[src/rtl/mips_fetch_stage.sv]
// MIPS instruction-fetch stage: boots program words into imem, then fetches one instruction per cycle into IF/ID.
// Latency: instruction at pc appears on if_id_instr one edge after pc is presented; redirect costs one bubble.
// Backpressure: stall holds pc and IF/ID; redirect overrides stall; a bad fetch/redirect address halts until reset.
module mips_fetch_stage #(
  parameter int DataWidth = 32,
  parameter int Depth     = 100,
  parameter int ResetPC   = 0
) (
  input  logic                 clk,
  input  logic                 RST,
  input  logic                 boot_valid,
  input  logic [DataWidth-1:0] boot_data,
  input  logic                 boot_done,
  input  logic                 stall,
  input  logic                 redirect,
  input  logic [DataWidth-1:0] redirect_pc,
  input  logic [DataWidth-1:0] imem_rd_data,
  output logic [DataWidth-1:0] imem_addr,
  output logic [DataWidth-1:0] imem_wr_data,
  output logic                 imem_wr_en,
  output logic [DataWidth-1:0] if_id_instr,
  output logic [DataWidth-1:0] if_id_pc_plus4,
  output logic                 if_id_valid,
  output logic [DataWidth-1:0] pc,
  output logic [DataWidth-1:0] boot_count,
  output logic                 running,
  output logic                 fault
);

  typedef enum logic [1:0] {
    S_BOOT = 2'd0,
    S_RUN  = 2'd1,
    S_HALT = 2'd2
  } state_t;

  localparam logic [DataWidth-1:0] ONE      = DataWidth'(1);
  localparam logic [DataWidth-1:0] FOUR     = DataWidth'(4);
  localparam logic [DataWidth-1:0] DEPTH_W  = DataWidth'(Depth);
  localparam logic [DataWidth-1:0] LAST_IDX = DataWidth'(Depth - 1);
  localparam logic [DataWidth-1:0] RESET_PC = DataWidth'(ResetPC);

  state_t                 state_q;
  logic [DataWidth-1:0]   pc_q;
  logic [DataWidth-1:0]   boot_count_q;
  logic [DataWidth-1:0]   instr_q;
  logic [DataWidth-1:0]   pc_plus4_q;
  logic                   valid_q;
  logic                   fault_q;

  logic [DataWidth-1:0]   pc_plus4_d;
  logic                   pc_oob;
  logic                   redirect_bad;

  // Sequential pc wraps modulo 2^DataWidth; word index out of range means the fetch has run off imem.
  assign pc_plus4_d   = pc_q + FOUR;
  assign pc_oob       = (pc_q >> 2) >= DEPTH_W;
  assign redirect_bad = (redirect_pc[1:0] != 2'b00) || ((redirect_pc >> 2) >= DEPTH_W);

  // imem port is owned by the boot loader in BOOT and by the fetch pc otherwise.
  always_comb begin
    imem_addr    = pc_q >> 2;
    imem_wr_data = '0;
    imem_wr_en   = 1'b0;
    if (state_q == S_BOOT) begin
      imem_addr    = boot_count_q;
      imem_wr_data = boot_data;
      imem_wr_en   = boot_valid;
    end
  end

  // Boot/run/halt FSM with pc and IF/ID register updates.
  always_ff @(posedge clk or negedge RST) begin
    if (!RST) begin
      state_q      <= S_BOOT;
      pc_q         <= RESET_PC;
      boot_count_q <= '0;
      instr_q      <= '0;
      pc_plus4_q   <= '0;
      valid_q      <= 1'b0;
      fault_q      <= 1'b0;
    end else begin
      case (state_q)
        S_BOOT: begin
          // A final word written alongside boot_done still lands before RUN.
          if (boot_valid) begin
            boot_count_q <= boot_count_q + ONE;
            if (boot_count_q == LAST_IDX) state_q <= S_RUN;
          end
          if (boot_done) state_q <= S_RUN;
        end
        S_RUN: begin
          if (redirect) begin
            instr_q <= '0;
            valid_q <= 1'b0;
            if (redirect_bad) begin
              fault_q <= 1'b1;
              state_q <= S_HALT;
            end else begin
              pc_q <= redirect_pc;
            end
          end else if (stall) begin
            // Hold everything for the hazard unit.
          end else if (pc_oob) begin
            fault_q <= 1'b1;
            state_q <= S_HALT;
            instr_q <= '0;
            valid_q <= 1'b0;
          end else begin
            instr_q    <= imem_rd_data;
            pc_plus4_q <= pc_plus4_d;
            valid_q    <= 1'b1;
            pc_q       <= pc_plus4_d;
          end
        end
        S_HALT: begin
          instr_q <= '0;
          valid_q <= 1'b0;
        end
        default: state_q <= S_HALT;
      endcase
    end
  end

  assign if_id_instr    = instr_q;
  assign if_id_pc_plus4 = pc_plus4_q;
  assign if_id_valid    = valid_q;
  assign pc             = pc_q;
  assign boot_count     = boot_count_q;
  assign running        = (state_q == S_RUN);
  assign fault          = fault_q;

endmodule

[config.mk]
export PLATFORM = sky130hd
export DESIGN_NAME = mips_fetch_stage
export DESIGN_NICKNAME = d
export VERILOG_FILES = /design/src/rtl/mips_fetch_stage.sv
export SDC_FILE = /design/constraint.sdc
export NUM_CORES = 1
export LEC_CHECK = 0
export ABC_AREA = 1
export CORE_AREA = 4 4 137 139
export CTS_CLUSTER_SIZE = 10
export DETAILED_ROUTE_END_ITERATION = 8
export DIE_AREA = 0 0 141 143
export HOLD_SLACK_MARGIN = 0.1
export PLACE_DENSITY = 0.76
export SYNTH_ARGS = -nofsm -noshare
export SYNTH_HDL_FRONTEND = slang
export SYNTH_SLANG_ARGS = --single-unit
[constraint.sdc]
create_clock -name clk -period 1.65 [get_ports clk]
set_input_delay 0.165 -clock clk [delete_from_list [all_inputs] [get_ports clk]]
set_output_delay 0.165 -clock clk [all_outputs]
set_load 0.005 [all_outputs]
# [Word-level counts from Yosys, hierarchy flattened]
# Cells that the tools add are included.
[op_classes] add_sub_neg=2 magnitude_cmp=2 n_eq_ne=12 mux=27 bitwise=4 n_reduce_logical=11
[ops] cell="32-bit two-way mux" count=9
[ops] cell="32-bit case mux with 2 select lines" count=1
[ops] cell="30-bit by 7-bit greater-or-equal comparator with 1-bit output, second input constant" count=2
[ops] cell="32-bit by 1-bit adder with 32-bit output, second input constant" count=1
[ops] cell="32-bit by 3-bit adder with 32-bit output, second input constant" count=1
[ops] cell="32-bit by 7-bit == test with 1-bit output, second input constant" count=1
[ops] cell="2-bit two-way mux" count=7
[ops] cell="4-bit AND reduction" count=3
[ops] cell="3-bit by 2-bit != test with 1-bit output, second input constant" count=3
[ops] cell="1-bit two-way mux" count=8
[ops] cell="3-bit != test, second input constant" count=2
[ops] cell="2-bit case mux with 3 select lines" count=1
[ops] cell="6-bit AND reduction" count=1
[ops] cell="2-bit nonzero test" count=3
[ops] cell="2-bit by 1-bit != test with 1-bit output, second input constant" count=2
[ops] cell="2-bit != test, second input constant" count=2
[ops] cell="1-bit inverter" count=4
[ops] cell="2-bit AND reduction" count=2
[ops] cell="2-bit by 1-bit == test with 1-bit output, second input constant" count=1
[ops] cell="2-bit == test, second input constant" count=1
[ops] cell="2-bit zero test" count=1
[ops] cell="1-bit case mux with 2 select lines" count=1
[ops] cell="1-bit logical OR" count=1
[word_totals] ff_bits=132 in_bits=102 output_inout_bits=196 wordCells=65

# [Longest topological paths before layout]
[logic_depth] word_depth=5 mapped_depth=11

# [Least setup slack after synthesis]
# No wires, ideal clock.
[synth_timing] kind="flip-flop to flip-flop" startpoint="register state_q[1]" endpoint="register boot_count_q[19] (netlist: boot_count[19])" setup_time_ns=0.126 t_arrival_ns=1.448 setup_slack_ns=0.076 path_stages_with_launch=10 n_path_buf=0 path_cell_list="dfrtp_1 > nor2_4 > nand2_4 > nor2_4 > nand2_2 > nor2_4 > nand2_2 > nor2_4 > nand3_1 > xnor2_1"
[synth_via] elab_chain_cells=2
[synth_rtl] item="start: declaration" line_no="42" text="state_t state_q;"
[synth_rtl] item="start signal: assignment" line_no="74" text="state_q <= S_BOOT;"
[synth_rtl] item="start signal: assignment" line_no="87" text="if (boot_count_q == LAST_IDX) state_q <= S_RUN;"
[synth_rtl] item="start signal: assignment" line_no="89" text="if (boot_done) state_q <= S_RUN;"
[synth_rtl] item="2-bit zero test" line_no="82" text="case (state_q)"
[synth_rtl] item="2-bit AND reduction (no line)"
[synth_rtl] item="end signal: assignment" line_no="86" text="boot_count_q <= boot_count_q + ONE;"
[synth_rtl] item="end: declaration" line_no="44" text="logic [DataWidth-1:0] boot_count_q;"
# Every way passes these cells.
# A chain may end at the register's enable or synchronous reset.

# [Worst setup path in the final report]
[layout_timing] startpoint="register state_q[0]" endpoint="output imem_addr[11]"
[layout_via] elab_chain_cells=2
[layout_rtl] item="2-bit zero test" line_no="64" text="if (state_q == S_BOOT) begin"
[layout_rtl] item="32-bit two-way mux" line_no="64"
[layout_rtl] item="end: declaration" line_no="18" text="output logic [DataWidth-1:0] imem_addr,"
# Every way passes these cells.

==> impl_metrics.ini <==
[worst_setup_path]
cpPeakStageDelay_ns = 0.43
crit_slowest_cell = dfrtp_2
r2r_slack_ns = -0.19
reg2reg_depth = 11
r2r-start = state_q[0]
path_cells = nor2_4 -> buf_12 -> buf_12 -> buf_16 -> buf_6 -> nand2_2 -> o21ai_1 -> buf_2
cp_top_family = buffers and inverters
critical_path_class = register to primary output
crit_top_cell = buf_12
rr_endpoint = boot_count[18]
worstPathArrival_ns = 1.71
critical_path_buf_inv_count = 5
crit_path_start_kind = register
end_kind = primary output
crit_required_ns = 1.48
cp_max_fo = 7

[placement]
placed_cells = 1380
placed_cell_area_sq_um = 10540
dp_hpwl_um = 18330
io_buffers = 297
gp_congestion = 0.9210

[route]
post_drt_wl_per_cell_um = 20.22
dr.pass1.iters = 4
routed-via-count = 7668
drt-vias-per-instance = 5.092
drt_wl_total_um = 30450
drcViolationCount = 0
initialDrtViolationCount = 496
drtAntennaViolNets = 0

[cells_and_area]
area_growth_pct = 102.6
drive_gt1_frac = 0.4096
layout.nets = 1369
finish.instance_area_sq_um = 13220
fin_cells = 1506
fillerInstances = 1159
antennaDiodeCount = 0

[global_routing]
grt_pass1_vias = 7529
grt_use_total = 0.2716
grt_pass1_wl_um = 42360
antenna_found_initial = 0
grt_max_degree = 59
overflow = 0

[timing]
report.final.slew_viol_count = 0
maxSlewHeadroom = 0.6885
finalHoldViolCount = 0
rsz0062_at_grt = yes
setup_viol = 174
period_share = 1.133
min_period_ns = 1.870
fmax_ghz = 0.5347
hold_slack_ns = 0.2681
tightest_slew_ns = 0.4673
fin_worst_skew_ns = 0.006947
setup_slack_ns = -0.2202

[status]
outcome = finished with violations
violations = negative setup slack

[clocking]
cts_root_buffer = clkbuf_16
clock-sinks = 132
cts_buffer_depth = 2
insertion_delay_ns = 0.42
cts.clk_slew.worst_paths_ns = 0.06
htreeDepth = 4
numCtsBuffers = 17
cts_tree = done

[logic_synthesis]
synthMuxAreaShare = 0
synth_compound_area_frac = 0.1191
synth_top_family_by_area = simple AND/OR/NAND/NOR gates
yosys.area_share.adder = 0.005754
synthCells = 785
yosysSeqAreaShare = 0.5063
ys_warn_count = 0
synthSimpleGateAreaFrac = 0.2407
ys_types = 29
synth_xor_area_frac = 0.04430
avgSynthCellArea_sq_um = 8.311
synth_area_sq_um = 6524
ys_ff_latch = 132
syn_nets = 890

[floorplanning]
start_util = 0.3695
die_h_um = 143
die_w_um = 141
rows = 49
dieArea_sq_um = 20160
fp.coreArea_sq_um = 17660
io_pins = 298

[power]
power_uw = 12130
ir_drop_mv = 0.9144
p_per_area_nw_per_um2 = 918.0
leakagePower_uw = 0.006293

[worst_hold_path]
hold_class = input port to async pin

[run]
drv_cap = 0
## registers in the layout (all words and copies together) (netlist names)
name and flops:
pc 32, boot_count 32, if_id_valid 1, if_id_instr 32
fault 1, state_q 2, if_id_pc_plus4 32
## layout make-up
class / count / area [sq um] / area share
Timing Repair Buffer: 489 / 4841 / 0.3663
Multi-Input combinational cell: 518 / 3685 / 0.2788
Sequential cell: 132 / 3322 / 0.2514
Clock buffer: 20 / 456.7 / 0.03456
Inverter: 106 / 422.9 / 0.03200
Tap cell: 229 / 286.5 / 0.02168
Clock inverter: 12 / 201.4 / 0.01524
## cells by family after synthesis
group | count (synthesis)
and+or+nand+nor | 366
xor gates and xnor gates | 33
adders and majority gates | 3
buffers and inverters | 138
DFF | 132
AOI/OAI and AO/OA | 113
## metrics by stage
stage | setup WS, ns | utilization | setup TNS [ns]
after CTS | -0.2033 | 0.6921 | -11.69
after global placement | -0.1774 | 0.5970 | -12.89
final | -0.2202 | 0.7484 | -15.63
after global routing | -0.2976 | 0.7484 | -25.48
after detailed placement | -0.2128 | 0.5970 | -16.13
after floorplan | 0.07561 | - | 0
## cell usage after synthesis
library cell,count,area [sq um]
o21bai_1,1,7.510
dfrtp_1,132,3303
nand2_4,2,22.52
nand2_1,164,615.6
nor3_1,19,95.09
buf_2,11,55.05
xor2_1,25,219.0
buf_1,4,15.01
nand3_1,32,160.2
a31oi_1,1,6.260
nand4_1,9,56.30
inv_1,101,379.1
nand2_2,4,25.02
o21ai_1,5,25.02
xnor2_1,8,70.07
nand4_2,1,12.51
or2_2,2,12.51
a32o_1,30,300.3
a21boi_0,23,172.7
a21oi_1,1,5.000
nor2_4,7,78.83
nor2_1,124,465.5
clkbuf_1,13,48.80
inv_2,5,18.77
nor2_2,1,6.260
ha_1,3,37.54
o21ai_0,52,260.3
buf_4,4,30.03
nor2_8,1,20.02
## cell usage in the layout (no fill, tap or decap), types with 9 or more instances in the layout
master and count:
o21ai_2 28, dfrtp_2 15, buf_4 112, buf_6 37, inv_1 99, a21boi_2 20
clkdlybuf4s50_1 223, nand3_2 9, nor2_4 41, clkbuf_16 22, nand2_2 29, dfrtp_1 117
a32o_1 24, nor2_1 61, nor3_1 9, nand4_1 9, nor2_2 30, nand2_1 119
nand3_1 22, buf_8 12, xor2_1 23, o21ai_0 12, nor3_2 9, buf_2 63
o21ai_1 12, buf_12 22, nand2_4 21
## power by group
group	switching [uW]	internal (uW)	leakage [uW]
Clock	1500	2770	0.000317
Combinational	1990	2310	0.00437
Sequential	187	3380	0.00160
## layer usage
metal	part of all wire	track usage	vias up
met3	0.068	0.06196	66
li1	-	-	3498
met1	0.38	0.3219	3758
met4	0.031	0.09077	0
met2	0.53	0.4882	346
met5	0	0	-
## what timing repair did
| item | in CTS | in global routing |
|---|---|---|
| hold endpoints to repair | 116 | 0 |
| setup buffers | 51 | 39 |
| cloned | 19 | 8 |
| setup endpoints to repair | 152 | 204 |
| hold buffers | 1 | 0 |
| pin swaps | 43 | 73 |
| resized for setup | 446 | 278 |
## worst max-delay path by stage
stage / slack, ns / to / from / cells after the start
floorplan: 0.08 / boot_count[19] / state_q[1] / 9
global placement: -0.18 / pc[7] / redirect / 11
finish: -0.22 / imem_addr[11] / state_q[0] / 8
detailed placement: -0.21 / pc[8] / redirect / 11
CTS: -0.20 / boot_count[21] / state_q[0] / 11
global route: -0.30 / boot_count[18] / state_q[0] / 11
Power figures use the tool's default switching activity.
